===== config.mk =====
export PLATFORM = sky130hd
export DESIGN_NAME = ifetch_axi_rd_arbiter
export DESIGN_NICKNAME = d
export VERILOG_FILES = /design/src/rtl/ifetch_axi_rd_arbiter.sv
export SDC_FILE = /design/constraint.sdc
export NUM_CORES = 1
export LEC_CHECK = 0
export CAP_MARGIN = 20
export CORE_MARGIN = 1
export CORE_UTILIZATION = 36
export DETAILED_ROUTE_END_ITERATION = 6
export PLACE_DENSITY_LB_ADDON = 0.15
export SYNTH_ARGS = -nofsm -noshare
export SYNTH_HDL_FRONTEND = slang
export SYNTH_SLANG_ARGS = --single-unit

===== constraint.sdc =====
create_clock -name aclk -period 2.25 [get_ports aclk]
set_input_delay 0.3375 -clock aclk [delete_from_list [all_inputs] [get_ports aclk]]
set_output_delay 0.3375 -clock aclk [all_outputs]
set_load 0.03 [all_outputs]

===== src/rtl/ifetch_axi_rd_arbiter.sv =====
// rtl/ifetch_axi_rd_arbiter.sv - one-outstanding AXI3 read arbiter for three instruction-fetch requesters
// Fixed priority 0>1>2 with forced grant of the prefetcher after STARVE_MAX lost arbitrations.
module ifetch_axi_rd_arbiter #(
    parameter int STARVE_MAX = 4,
    parameter int CNT_W      = 3
) (
    input  logic        aclk,
    input  logic        aresetn,
    input  logic [2:0]  req,
    input  logic [95:0] addr,
    input  logic [11:0] len,
    output logic [2:0]  gnt,
    output logic [2:0]  rvalid_o,
    output logic        rlast_o,
    output logic [31:0] rdata_o,
    output logic        err,
    output logic        busy,
    output logic [3:0]  arid,
    output logic [31:0] araddr,
    output logic [3:0]  arlen,
    output logic [2:0]  arsize,
    output logic [1:0]  arburst,
    output logic [1:0]  arlock,
    output logic [3:0]  arcache,
    output logic [2:0]  arprot,
    output logic        arvalid,
    input  logic        arready,
    input  logic [3:0]  rid,
    input  logic [31:0] rdata,
    input  logic [1:0]  rresp,
    input  logic        rlast,
    input  logic        rvalid,
    output logic        rready
);

    typedef enum logic [1:0] {S_IDLE, S_AR, S_R} state_t;

    localparam logic [CNT_W-1:0] STARVE_LIM = CNT_W'(STARVE_MAX);

    state_t             state_q, state_d;
    logic [1:0]         owner_q, owner_d;
    logic [31:0]        addr_q, addr_d;
    logic [3:0]         len_q, len_d;
    logic [CNT_W-1:0]   starve_q, starve_d;
    logic [3:0]         beat_q, beat_d;
    logic               err_seen_q, err_seen_d;
    logic [1:0]         win;
    logic               beat_bad;

    assign arsize  = 3'b010;
    assign arburst = 2'b01;
    assign arlock  = 2'b00;
    assign arcache = 4'b0000;
    assign arprot  = 3'b000;
    assign arid    = {2'b00, owner_q};
    assign araddr  = addr_q;
    assign arlen   = len_q;
    assign busy    = (state_q != S_IDLE);

    always_ff @(posedge aclk or negedge aresetn) begin
        if (!aresetn) begin
            state_q    <= S_IDLE;
            owner_q    <= 2'd0;
            addr_q     <= 32'd0;
            len_q      <= 4'd0;
            starve_q   <= '0;
            beat_q     <= 4'd0;
            err_seen_q <= 1'b0;
        end else begin
            state_q    <= state_d;
            owner_q    <= owner_d;
            addr_q     <= addr_d;
            len_q      <= len_d;
            starve_q   <= starve_d;
            beat_q     <= beat_d;
            err_seen_q <= err_seen_d;
        end
    end

    always_comb begin
        state_d    = state_q;
        owner_d    = owner_q;
        addr_d     = addr_q;
        len_d      = len_q;
        starve_d   = starve_q;
        beat_d     = beat_q;
        err_seen_d = err_seen_q;
        arvalid    = 1'b0;
        rready     = 1'b0;
        gnt        = 3'b000;
        rvalid_o   = 3'b000;
        rlast_o    = 1'b0;
        rdata_o    = 32'd0;
        err        = 1'b0;

        // Prefetcher promotion overrides fixed priority once it has lost enough times.
        if (req[2] && starve_q == STARVE_LIM) win = 2'd2;
        else if (req[0])                      win = 2'd0;
        else if (req[1])                      win = 2'd1;
        else                                  win = 2'd2;

        beat_bad = (rresp != 2'b00) || (rid != arid);

        case (state_q)
            S_IDLE: begin
                if (req != 3'b000) begin
                    owner_d = win;
                    case (win)
                        2'd0:    begin addr_d = addr[31:0];  len_d = len[3:0];  end
                        2'd1:    begin addr_d = addr[63:32]; len_d = len[7:4];  end
                        default: begin addr_d = addr[95:64]; len_d = len[11:8]; end
                    endcase
                    if (req[2] && win != 2'd2)
                        starve_d = (starve_q == STARVE_LIM) ? starve_q : starve_q + CNT_W'(1);
                    else
                        starve_d = '0;
                    state_d = S_AR;
                end
            end
            S_AR: begin
                arvalid = 1'b1;
                if (arready) begin
                    gnt        = 3'b001 << owner_q;
                    beat_d     = 4'd0;
                    err_seen_d = 1'b0;
                    state_d    = S_R;
                end
            end
            S_R: begin
                rready   = 1'b1;
                rvalid_o = rvalid ? (3'b001 << owner_q) : 3'b000;
                rdata_o  = rdata;
                rlast_o  = rlast;
                if (rvalid) begin
                    if (rlast) begin
                        // Burst length is judged only at the beat the slave marks last.
                        err     = err_seen_q || beat_bad || (beat_q != len_q);
                        state_d = S_IDLE;
                    end else begin
                        err_seen_d = err_seen_q || beat_bad;
                        beat_d     = beat_q + 4'd1;
                    end
                end
            end
            default: state_d = S_IDLE;
        endcase
    end

endmodule


==> results_dict.tcl, run 1 <==
set metrics [dict create \
    status "complete, no violations" \
    finalPower_w 0.00635 \
    cts_buffer_depth 2 \
    max-slew-margin-rel_pct 58.5 \
    finalCoreUtilization_pct 63.8 \
    core_area_um2 9820 \
    leakagePower_nw 2.55 \
    path_buf_inv 2 \
    critPathLaunchType "input port" \
    synth_area_leaders "dfrtp_1 (33%), a32o_1 (10%), a221oi_1 (8.6%)" \
    rrSetupSlack_ns 0.41 \
    cp.arrival_ns 1.83 \
    area_growth_pct 71.2 \
    insertion_delay_ns 0.31 \
    ys_ff_latch 48 \
    setup_violations 0 \
    syn-cell-area_um2 3660 \
    drc 0 \
    htree_levels 2 \
    critical_path_required_ns 1.91 \
    synthTopCellsByCount "dfrtp_1 (48), nand2_1 (47), nand2b_1 (40)" \
    slew_violations 0 \
    finClkSkew_ns 0.0108 \
    cellPowerDensity_nw_per_um2 1010 \
    worstMarginPinSlew_ns 0.622 \
    finalHoldViolCount 0 \
    yosysSeqAreaShare_pct 32.8 \
    synthDominantCellAreaShare_pct 32.8 \
    critPathLaunch "rresp[1]" \
    avgSynthCellArea_um2 8.67 \
    max_freq_mhz 462 \
    start_util_pct 37.3 \
    cts_tree "yes" \
    ys_warn_count 0 \
    grt_overflow_total 0 \
    wl_per_cell_um 18.5 \
    port_buffers 234 \
    drive_above_1_share_pct 12.2 \
    dpl.cell_count 770 \
    final.period_utilization_pct 96.1 \
    stdcell_count 779 \
    routed_via_density 5.42 \
    syn_inst 422 \
    cts_inserted_buffers 5 \
    dp_slack_ns -0.0445 \
    async_flop_share_pct 100 \
    critPathCaptureType "output port" \
    grt_pass1_vias 4182 \
    setup_ws_ns 0.0869 \
    num_vias 4226 \
    max_cap_viol_count 0 \
    io_pins 251 \
    dieArea_um2 10600 \
    max_stage_delay_ns 0.43 \
    yosysMostFrequentCell "dfrtp_1" \
    grt_max_degree 53 \
    critPathSlowestCell "or4_4" \
    die_x_um 103 \
    crit_type "in -> out" \
    postCtsHoldBufs 0 \
    gp_congestion 0.836 \
    vdd_ir_drop_max_uv 507 \
    crit_chain "clkdlybuf4s50_1, or4_4, nor4_4, a211oi_2, buf_4" \
    ys.flop_type "dfrtp_1" \
    rows 36 \
    ant_nets 0 \
    antenna_found_initial 2 \
    r2r_end "araddr[13]" \
    first_iter_violations 201 \
    dp_hpwl_um 10600 \
    die_h_um 103 \
    r2r_start "starve_q[0]" \
    reg2reg_depth 6 \
    yosysTopAreaCell "dfrtp_1" \
    period_needed_ns 2.16 \
    nets 801 \
    cts-root-buf "clkbuf_8" \
    hold_path_class "in -> async" \
    grt_pass1_wl_um 21200 \
    synth_edf_count 0 \
    ys_types 38 \
    dr.pass1.iters 4 \
    cp_max_fo 2 \
    grt_usage_pct 26.0 \
    clk_pin_slew_ns 0.11 \
    drt_wl_total_um 14400 \
    cts.sinks 48 \
    rsz0062_at_grt "no" \
    path_delay_family "simple AND/OR/NAND/NOR gates" \
]
-- routing by layer --
metal	track usage, %	up-vias	share of wire (%)	wire, um
li1	-	1937	-	-
met1	29.0	2048	37	5300
met3	7.05	21	9.3	1340
met2	48.5	218	53	7610
met5	0	-	0.062	9
met4	7.04	2	1.1	155
-- layout by cell type (no fill, tap or decap), types with 6 or more instances in the layout --
cell             instances
clkdlybuf4s50_1        187
buf_4                   51
dfrtp_1                 48
nand2_1                 47
nand2b_1                40
nor2b_1                 39
a32o_1                  38
or3_1                   36
a221oi_1                36
and2_1                  34
conb_1                  16
buf_12                  11
nor2_1                   6
xor2_1                   6
-- final cells by class --
type                    instances  area [um^2]
diodes                          1         2.50
inverters                       4         15.0
flip-flops and latches         48         1200
well taps                     133          166
multi-input cells             329         2210
clock buffers                   5         68.8
clock inverters                 3         46.3
fillers                       827         3560
repair buffers                256         2550
-- cells by family (layout without fill, tap and decap cells) --
family	count (synthesis)	after routing	share of synthesized area, %
muxes	3	3	0.821
adders and majority gates	3	3	1.03
AOI/OAI and AO/OA	84	84	20.9
xor gates and xnor gates	6	6	1.44
DFF	48	48	32.8
buffers and inverters	59	268	9.03
other	2	17	0.205
and+or+nand+nor	217	217	33.8
-- worst register-to-register path, stage by stage, from the launching register on --
cell and delay (ns):
dfrtp_1 0.41, inv_1 0.06, ha_1 0.22, and3_4 0.19
buf_12 0.17, or3_1 0.42, a32o_1 0.26
-- power by group --
group / switching [W] / internal (W) / total (W)
Combinational: 0.00218 / 0.00188 / 0.00406
Clock: 0.000337 / 0.000336 / 0.000673
Sequential: 0.000341 / 0.00127 / 0.00162
-- metrics by stage --
stage          hold slack (ns)  cell area [um^2]  TNS (ns)
6_report                0.0248              6260         0
2_1_floorplan           0.0419              3710         0
4_1_cts                 0.0319              6230         0
3_3_place_gp             0.377              6110   -0.0228
3_5_place_dp             0.381              6110   -0.0445
5_1_grt                 0.0526              6260         0
-- flip-flops by register name (all words and copies together) (netlist names) --
| signal | flops |
|---|---|
| araddr | 32 |
| arlen | 4 |
| beat_q | 4 |
| err_seen_q | 1 |
| owner_q | 2 |
| starve_q | 3 |
| state_q | 2 |
-- timing repair --
action | CTS | global route
setup buffers | 0 | 0
gates resized for setup | 1 | 8
pin swaps | 0 | 3
endpoints found under the setup margin | 1 | 3
-- how the worst max path moves through the flow --
| stage | to | depth (start not counted) |
|---|---|---|
| 2_1_floorplan | err | 4 |
| 3_3_place_gp | err | 5 |
| 3_5_place_dp | err | 5 |
| 4_1_cts | err | 5 |
| 5_1_grt | err | 5 |
| 6_report | err | 5 |
Note: power is estimated with default switching activity, not from simulation.
==> run 2, diff against run 1 <==
--- a/config.mk
+++ b/config.mk
@@ -8,6 +8,7 @@
 export CAP_MARGIN = 20
 export CORE_MARGIN = 1
 export CORE_UTILIZATION = 36
+export CTS_CLUSTER_DIAMETER = 100
 export DETAILED_ROUTE_END_ITERATION = 6
 export PLACE_DENSITY_LB_ADDON = 0.15
 export SYNTH_ARGS = -nofsm -noshare
==> results of run 2 <==
The final DEF is identical to that of run 1; final timing and power are the same.
==> run 3, diff against run 2 <==
==> constraint.sdc (replaced) <==
create_clock -name aclk -period 2.25 [get_ports aclk]
set_input_delay 0.3375 -clock aclk [delete_from_list [all_inputs] [get_ports aclk]]
set_output_delay 0.3375 -clock aclk [all_outputs]
set_load 0.02 [all_outputs]
==> run 3 against run 2 <==
Clock skew is 0.0012 ns higher. Clock power barely moved. Final cell count grew 0.39%. First-iteration DRC count increased by 13%. Register-to-register slack lost 0.06 ns. Combinational power is 8.4% lower. Critical path depth did not move. Via count fell by 0.92%. Die area is the same. Clock-buffer cell count up 1. Maximum frequency shrank 0.70%. Critical endpoint unchanged. Largest power group unchanged. Highest routed layer is now met4.
==> results_dict.tcl, run 3 (same netlist as run 1, synthesis figures left out) <==
set metrics [dict create \
    dpl_cell_area_um2 6140 \
    drt_wl_total_um 14200 \
    finClkSkew_ns 0.0120 \
    drive_above_1_share_pct 6.48 \
    max_freq_mhz 459 \
    critPathLaunchType "input port" \
    cellPowerDensity_nw_per_um2 941 \
    hold_path_class "in -> async" \
    rrSetupSlack_ns 0.35 \
    grt_pass1_wl_um 20900 \
    setup_tns_ns 0 \
    pwr-share-comb_pct 62.4 \
    dieArea_um2 10600 \
    dp_hpwl_um 10900 \
    cts.sinks 48 \
    die_x_um 103 \
    htree_levels 2 \
    cts_buffer_depth 2 \
    max_stage_delay_ns 0.55 \
    nets 804 \
    die_h_um 103 \
    routed_via_density 5.35 \
    port_buffers 234 \
    post_cts_buffers 0 \
    vdd_ir_drop_max_uv 523 \
    core_area_um2 9820 \
    cts_inserted_buffers 5 \
    dpl.cell_count 772 \
    met1_usage_pct 27.6 \
    stdcell_count 782 \
    critPathSlowestCell "or4_4" \
    grtUsageMet3_pct 6.03 \
    dp_slack_ns -0.400 \
    setup_ws_ns 0.0717 \
    final.period_utilization_pct 96.8 \
    path_buf_inv 2 \
    critical_path_required_ns 1.91 \
    grt_overflow_total 0 \
    io_pins 251 \
    rows 36 \
    drc 0 \
    cp.arrival_ns 1.84 \
    path_delay_family "simple AND/OR/NAND/NOR gates" \
    first_iter_violations 227 \
    critPathLaunch "rresp[1]" \
    ant_nets 0 \
    status "complete, no violations" \
    grt_max_degree 36 \
    most-common-layout-cells "clkdlybuf4s50_1 (196), dfrtp_1 (48), nand2_1 (47)" \
    leakagePower_nw 2.89 \
    whs_ns 0.497 \
    seqPwrFrac_pct 26.3 \
    crit_type "in -> out" \
    cts_tree "yes" \
    wl_per_cell_um 18.1 \
    cp_max_fo 2 \
    reg2reg_depth 6 \
    slew_violations 0 \
    swShare_pct 41.0 \
    design_area_um2 6340 \
    cts-root-buf "clkbuf_8" \
    power_frac_clock_pct 11.3 \
    critPathCaptureType "output port" \
    dr.pass1.iters 4 \
    insertion_delay_ns 0.30 \
    finalHoldViolCount 0 \
    num_vias 4187 \
    crit_chain "clkdlybuf4s50_1, or4_4, nor4_4, a211oi_1, buf_2" \
    layout_commonest_cell "clkdlybuf4s50_1" \
    setup_violations 0 \
    met2_usage_pct 49.6 \
    largest_reg_flops 32 \
    rsz0062_at_grt "no" \
    period_needed_ns 2.18 \
    p_switching_w 0.00244 \
    area_growth_pct 73.2 \
    max_cap_viol_count 0 \
    grt_usage_pct 25.7 \
    grt_pass1_vias 4188 \
    r2r_start "starve_q[0]" \
    p_int_w 0.00352 \
    clk_pin_slew_ns 0.10 \
    top_usage_layer "met2" \
    start_util_pct 37.3 \
    r2r_end "araddr[17]" \
    gp_congestion 0.795 \
    antenna_found_initial 1 \
]
## run 3: worst max path at each step
stage                        endpoint  cells past startpoint
final                             err                      5
after global routing      rvalid_o[2]                      4
after CTS                 rdata_o[30]                      4
after detailed placement          err                      5
after global placement            err                      5
after floorplan                   err                      3
## run 3: metal layers
layer,vias to the layer above,share of wire (%)
met5,-,0
met1,2025,37
met2,195,52
met4,0,1.3
li1,1953,-
met3,14,8.8
## run 3: what timing repair did
| item | CTS | global route |
|---|---|---|
| resized for setup | 18 | 27 |
| hold buffers | 1 | 0 |
| setup endpoints to repair | 37 | 27 |
| pin swaps | 1 | 1 |
| hold endpoints to repair | 14 | 0 |
## run 3: power groups by stage
| stage | combinational (W) | sequential (W) | clock (W) |
|---|---|---|---|
| floorplan | 0.00151 | 0.00197 | 0 |
| global placement | 0.00368 | 0.00156 | 0 |
| detailed placement | 0.00376 | 0.00157 | 0 |
| CTS | 0.00375 | 0.00156 | 0.000685 |
| global route | 0.00396 | 0.00162 | 0.000715 |
| finish | 0.00372 | 0.00157 | 0.000672 |
## run 3: final cells by class
cell class | count | area, um^2
Antenna cell | 1 | 2.50
Clock buffer | 6 | 82.6
Clock inverter | 2 | 38.8
Fill cell | 870 | 3480
Inverter | 4 | 15.0
Multi-Input combinational cell | 329 | 2220
Sequential cell | 48 | 1200
Tap cell | 133 | 166
Timing Repair Buffer | 259 | 2610
## run 3: worst register-to-register path, stage by stage (launching register included)
cell and delay, ns:
dfrtp_1 0.41, inv_1 0.06, ha_1 0.23, and3_4 0.28, buf_12 0.21, or3_1 0.36, a32o_1 0.25
## run 3: metrics by stage
step | util [%] | power [W]
6_report | 64.5 | 0.00597
5_1_grt | 64.5 | 0.00629
4_1_cts | 63.7 | 0.00600
3_5_place_dp | 62.5 | 0.00533
3_3_place_gp | 62.5 | 0.00525
2_1_floorplan | - | 0.00348
